### src/rtl/gpr_pkg.sv
// Shared definitions for the general-purpose register file: operand select
// encoding and dump sequencer states.
package gpr_pkg;

    localparam logic [2:0] GPR_SEL_R0    = 3'b000;
    localparam logic [2:0] GPR_SEL_RLAST = 3'b001;
    localparam logic [2:0] GPR_SEL_RD1   = 3'b010;
    localparam logic [2:0] GPR_SEL_RD2   = 3'b011;
    localparam logic [2:0] GPR_SEL_RS1   = 3'b100;
    localparam logic [2:0] GPR_SEL_RS2   = 3'b101;

    typedef enum logic [1:0] {
        DUMP_IDLE = 2'd0,
        DUMP_SEND = 2'd1,
        DUMP_DONE = 2'd2
    } dump_state_e;

endpackage

### src/rtl/gpr_dump_seq.sv
// Handshaked sequencer that streams every register out, one word per accepted
// beat, with write-first bypass of a same-edge bus write.
module gpr_dump_seq
    import gpr_pkg::*;
#(
    parameter int unsigned DATA_W = 16,
    parameter int unsigned ADDR_W = 3
) (
    input  logic              clk,
    input  logic              reset,
    input  logic              start_i,
    input  logic              ready_i,
    output logic [ADDR_W-1:0] rd_addr_o,
    input  logic [DATA_W-1:0] rd_data_i,
    input  logic              wr_en_i,
    input  logic [ADDR_W-1:0] wr_addr_i,
    input  logic [DATA_W-1:0] wr_data_i,
    output logic              valid_o,
    output logic [ADDR_W-1:0] addr_o,
    output logic [DATA_W-1:0] data_o,
    output logic              busy_o,
    output logic              done_o
);

    localparam logic [ADDR_W-1:0] LAST = '1;

    dump_state_e       state_q, state_d;
    logic [ADDR_W-1:0] addr_q, addr_d;
    logic [DATA_W-1:0] data_q, data_d;
    logic              capture;

    always_comb begin
        state_d = state_q;
        addr_d  = addr_q;
        capture = 1'b0;
        case (state_q)
            DUMP_IDLE: begin
                if (start_i) begin
                    state_d = DUMP_SEND;
                    addr_d  = '0;
                    capture = 1'b1;
                end
            end
            DUMP_SEND: begin
                if (ready_i) begin
                    if (addr_q == LAST) begin
                        state_d = DUMP_DONE;
                    end else begin
                        addr_d  = addr_q + 1'b1;
                        capture = 1'b1;
                    end
                end
            end
            DUMP_DONE: state_d = DUMP_IDLE;
            default:   state_d = DUMP_IDLE;
        endcase
    end

    // The captured word is only refreshed on a capture, so a held beat never
    // picks up later writes.
    assign rd_addr_o = addr_d;
    assign data_d    = !capture ? data_q :
                       (wr_en_i && wr_addr_i == addr_d) ? wr_data_i : rd_data_i;

    always_ff @(posedge clk) begin
        if (reset) begin
            state_q <= DUMP_IDLE;
            addr_q  <= '0;
            data_q  <= '0;
        end else begin
            state_q <= state_d;
            addr_q  <= addr_d;
            data_q  <= data_d;
        end
    end

    assign valid_o = (state_q == DUMP_SEND);
    assign busy_o  = (state_q != DUMP_IDLE);
    assign done_o  = (state_q == DUMP_DONE);
    assign addr_o  = addr_q;
    assign data_o  = data_q;

endmodule

### src/rtl/gpr_file_param.sv
// Parametrised register file on a shared bus: select decode, registered bus
// read port with drive flag, and a concurrent debug dump port.
module gpr_file_param
    import gpr_pkg::*;
#(
    parameter int unsigned DATA_W   = 16,
    parameter int unsigned ADDR_W   = 3,
    parameter bit          ZERO_REG = 1'b1,
    localparam int unsigned NUM_REGS = 2 ** ADDR_W
) (
    input  logic                       clk,
    input  logic                       reset,
    input  logic [DATA_W-1:0]          bus_in,
    output logic [DATA_W-1:0]          bus_out,
    output logic                       bus_drive,
    input  logic                       gpr_in,
    input  logic                       gpr_out,
    input  logic [2:0]                 gpr_select,
    input  logic [ADDR_W-1:0]          rd_1,
    input  logic [ADDR_W-1:0]          rd_2,
    input  logic [ADDR_W-1:0]          rs_1,
    input  logic [ADDR_W-1:0]          rs_2,
    output logic                       sel_conflict,
    output logic [NUM_REGS*DATA_W-1:0] reg_flat,
    input  logic                       dump_start,
    output logic                       dump_valid,
    input  logic                       dump_ready,
    output logic [ADDR_W-1:0]          dump_addr,
    output logic [DATA_W-1:0]          dump_data,
    output logic                       dump_busy,
    output logic                       dump_done
);

    logic [NUM_REGS-1:0][DATA_W-1:0] regs_q;
    logic [ADDR_W-1:0] sel_addr, dump_rd_addr;
    logic              sel_valid, wr_en, rd_en;
    logic [DATA_W-1:0] rd_word, bus_out_q, bus_out_d;
    logic              bus_drive_q, sel_conflict_q;

    always_comb begin
        sel_addr  = '0;
        sel_valid = 1'b1;
        case (gpr_select)
            GPR_SEL_R0:    sel_addr = '0;
            GPR_SEL_RLAST: sel_addr = '1;
            GPR_SEL_RD1:   sel_addr = rd_1;
            GPR_SEL_RD2:   sel_addr = rd_2;
            GPR_SEL_RS1:   sel_addr = rs_1;
            GPR_SEL_RS2:   sel_addr = rs_2;
            default:       sel_valid = 1'b0;
        endcase
    end

    // R0 is never written when hardwired, so every read path sees zero there.
    assign wr_en     = gpr_in && !gpr_out && sel_valid && !(ZERO_REG && sel_addr == '0);
    assign rd_en     = gpr_out && !gpr_in;
    assign rd_word   = sel_valid ? regs_q[sel_addr] : '0;
    assign bus_out_d = rd_en ? rd_word : '0;

    always_ff @(posedge clk) begin
        if (reset) begin
            regs_q         <= '0;
            bus_out_q      <= '0;
            bus_drive_q    <= 1'b0;
            sel_conflict_q <= 1'b0;
        end else begin
            if (wr_en) regs_q[sel_addr] <= bus_in;
            bus_out_q      <= bus_out_d;
            bus_drive_q    <= rd_en;
            sel_conflict_q <= gpr_in && gpr_out;
        end
    end

    assign bus_out      = bus_out_q;
    assign bus_drive    = bus_drive_q;
    assign sel_conflict = sel_conflict_q;
    assign reg_flat     = regs_q;

    gpr_dump_seq #(
        .DATA_W (DATA_W),
        .ADDR_W (ADDR_W)
    ) u_dump (
        .clk       (clk),
        .reset     (reset),
        .start_i   (dump_start),
        .ready_i   (dump_ready),
        .rd_addr_o (dump_rd_addr),
        .rd_data_i (regs_q[dump_rd_addr]),
        .wr_en_i   (wr_en),
        .wr_addr_i (sel_addr),
        .wr_data_i (bus_in),
        .valid_o   (dump_valid),
        .addr_o    (dump_addr),
        .data_o    (dump_data),
        .busy_o    (dump_busy),
        .done_o    (dump_done)
    );

endmodule
### config.mk
export PLATFORM = sky130hd
export DESIGN_NAME = gpr_file_param
export DESIGN_NICKNAME = d
export VERILOG_FILES = /design/src/rtl/gpr_pkg.sv /design/src/rtl/gpr_dump_seq.sv /design/src/rtl/gpr_file_param.sv
export SDC_FILE = /design/constraint.sdc
export NUM_CORES = 1
export LEC_CHECK = 0
export ABC_AREA = 0
export ABC_CLOCK_PERIOD_IN_PS = 3880
export CAP_MARGIN = 20
export CORE_ASPECT_RATIO = 0.5
export CORE_MARGIN = 1
export CORE_UTILIZATION = 55
export DETAILED_ROUTE_END_ITERATION = 10
export HOLD_SLACK_MARGIN = 0.08
export PLACE_DENSITY = 0.87
export SLEW_MARGIN = 10
export SYNTH_ARGS = -nofsm -noshare
export SYNTH_HDL_FRONTEND = slang
export SYNTH_SLANG_ARGS = --single-unit
### constraint.sdc
create_clock -name clk -period 3.88 [get_ports clk]
set_input_delay 0.776 -clock clk [delete_from_list [all_inputs] [get_ports clk]]
set_output_delay 0.776 -clock clk [all_outputs]
set_load 0.05 [all_outputs]
==> implementation parameters <==
Parameter                              Value

Setup path
  Highest net fanout along the worst path    15
  R2R depth    7
  Type of the setup path with the least slack    in -> reg
  Crit Reg-Reg Endpoint    u_dump.data_o[9]
  Arrival time at the worst endpoint    3670 ps
  Required time of the critical path    4220 ps
  R2R Path Start    u_dump.addr_o[0]
  Critical Path Sink Type    register
  Worst Setup Start Kind    primary input
  Setup slack of the worst register-to-register path    1230 ps

Finish
  Layout cells sized above 1    about 10%
  Number of diodes added for antenna fixing    0
  Most frequent standard cell in the layout excluding fill and tap cells    mux2i_1
  Filler cells    1090
  Area growth from synthesis to final layout    32.91%
  Finished Core Util    75.83%
  Nets@finish    1202
  Commonest cells after routing, fill and taps aside    mux2i_1 (216), clkdlybuf4s50_1 (203), dfxtp_1 (167)
  Non-Filler Instances    roughly 1400

Clock tree
  Clock buffers created by TritonCTS    17
  Latest clock arrival within the worst-skew pair    430 ps
  Max H-tree Level    4
  Resize count post-CTS    0
  Clock Path Buffers    2
  Clock transition at the registers of the reported paths    70 ps
  Setup Fix Bufs, Post-CTS    0
  Number of hold buffers added after cts    0
  Sinks on the clock net    ~170
  Clock root buffer master    clkbuf_16
  CTS tree    built

Logic synthesis
  Number of distinct library cell variants in the gate-level netlist after synthesis    68
  Dominant synthesized flop cell    dfxtp_1
  Post-synthesis register bit count    between 150 and 200
  EDFF count, synth    0
  Proportion of synthesized chip area in sequential cells    37.62%
  Post-synth ARST share    0%
  Instance count of the mapped netlist    967
  Post-synth net total    roughly 1000
  Average size of a mapped cell    9.189 sq um
  Cell area after technology mapping    0.008886 sq mm
  Number of synthesis warnings    0

Min path
  Path type of the worst min-delay path    reg -> reg
  Source of the worst hold timing path    reg_flat[52]
  Hold-critical path endpoint    reg_flat[52]
  Count of cells along the worst hold path    2

STA
  Fin. max-slew vios    0
  Maximum achievable frequency    300.1 MHz
  Number of setup violations in the final report    0
  Min Hold Slack    511.1 ps
  RSZ-0062 raised after global routing    false
  Clock tree skew after final layout    between 8 and 9 ps
  Remaining max-slew budget at the tightest pin    20.51%
  Setup Total Neg Slack    0 ps
  Minimum clock period    3333 ps
  Transition time at the pin with the least slew margin    1192 ps
  Final Hold Fails    0
  Post-route fraction of the period consumed by the critical path    85.89%

Routing
  Average vias per placed instance    6.459
  Final wirelength    32.18 mm
  Drt pass-1 iters    10
  Iteration-0 DRC count of the detailed router    between 1000 and 1500
  Final ANT Viol Nets    0
  WL/cell    23.32 um
  Via Count    8913
  Remaining DRCs    0

Global routing
  Global-route wire length before repair    49.16 mm
  Largest net degree at the start of global routing    74
  Overflow left after global routing    0
  Global Route Usage Sum    38.43%
  Via count of the first global-routing pass    between 8000 and 9000
  Antenna violations before repair    0

Floorplan
  Die Footprint    between 0.015 and 0.02 sq mm
  Starting density of the core    a little under three fifths
  Site Rows    32
  Core area    approximately 0.016 sq mm
  Count of pins on the block boundary    around 210
  Die height    91.88 um
  Width of the die    181.8 um

Place
  Placed instance count    1348
  Count of buffers from port buffering    roughly 200
  Routability congestion estimate    0.9585
  DP Wirelength    roughly 22 mm

Run status
  Run status    finished, final reports clean

Power
  Leak pwr    about 5.3 nW
  Power Dens Cells    between 300 and 400 mW/mm^2
  Total power    0.004073 W
  Largest vdd supply drop    0.3534 mV

Job
  Max-capacitance violation count    0
logic make-up after synthesis:
logic type	share of synthesized area [%]
and+or+nand+nor	18.18
muxes	25.47
AOI/OAI and AO/OA	13.80
DFF	37.62
buffers and inverters	4.548
adders and majority gates	0.2816
xor gates and xnor gates	0.09858
worst max-delay path by stage:
| stage | startpoint | endpoint | cells past startpoint |
|---|---|---|---|
| final | gpr_select[0] | bus_out[7] | 8 |
| after global routing | gpr_select[0] | reg_flat[48] | 7 |
| after detailed placement | gpr_select[0] | reg_flat[63] | 7 |
| after global placement | gpr_select[1] | reg_flat[107] | 9 |
| after floorplan | gpr_select[1] | reg_flat[41] | 7 |
| after CTS | gpr_select[0] | bus_out[7] | 8 |
state kept, by name, summed over array words and instances, names as in the netlist:
register / count
reg_flat: 128
bus_out: 16
u_dump.addr_o: 3
u_dump.data_o: 16
u_dump.state_q: 2
bus_drive: 1
sel_conflict: 1
Yosys cell counts (4+ instances only):
cell | count | area, sq um
buf_6 | 8 | 90.09
a41oi_1 | 16 | 140.1
nand4_4 | 4 | 85.08
buf_2 | 22 | 110.1
mux2i_1 | 216 | 2162
dfxtp_1 | 167 | 3343
a21boi_0 | 10 | 75.07
o21ai_0 | 42 | 210.2
a32oi_1 | 4 | 35.03
nand3_1 | 31 | 155.2
a21oi_1 | 40 | 200.2
nand2_1 | 43 | 161.4
and3_1 | 46 | 287.8
nand2b_1 | 6 | 37.54
nor2b_1 | 19 | 118.9
mux2_2 | 5 | 56.30
nor2_1 | 113 | 424.2
a31oi_1 | 15 | 93.84
inv_1 | 5 | 18.77
clkbuf_1 | 40 | 150.1
and2_1 | 17 | 106.4
o21ai_1 | 28 | 140.1
worst max-delay path: stages:
cell             delay (ps)
clkdlybuf4s50_1         770
nor3b_2                 350
or2_1                   180
buf_4                   260
nand3_1                 580
a21oi_1                 400
o21ai_1                 110
a31oi_1                 230
where the power goes:
group | internal, W | switching [W] | total [W] | leakage (nW)
sequential | 0.00173 | 0.0000167 | 0.00174 | 1.35
combinational | 0.000186 | 0.000409 | 0.000595 | 3.71
clock | 0.000917 | 0.000817 | 0.00173 | 0.280
total | 0.00283 | 0.00124 | 0.00407 | 5.34
per-layer routing:
layer | track usage [%] | vias to the layer above | wire (um)
li1 | - | 3867 | -
met1 | 50.56 | 4247 | 12880
met2 | 59.33 | 646 | 14040
met3 | 9.333 | 153 | 3923
met4 | 18.36 | 0 | 1346
met5 | 0 | - | 0
area by class of cell:
class | instances | area (sq um) | area share [%]
repair buffers | 253 | 2432 | 20.60
well taps | 204 | 255.2 | 2.161
flip-flops and latches | 167 | 3343 | 28.31
multi-input cells | 719 | 5171 | 43.79
inverters | 5 | 18.77 | 0.1589
clock buffers | 18 | 429.2 | 3.634
clock inverters | 14 | 160.2 | 1.356
through the flow:
step / setup slack [ps] / area [sq um]
5_1_grt: 509.5 / 11810
6_report: 547.3 / 11810
2_1_floorplan: 1225 / 8886
3_5_place_dp: 338.8 / 11220
4_1_cts: 713.7 / 11810
3_3_place_gp: 437.4 / 11220
(Power assumes the default switching activity.)
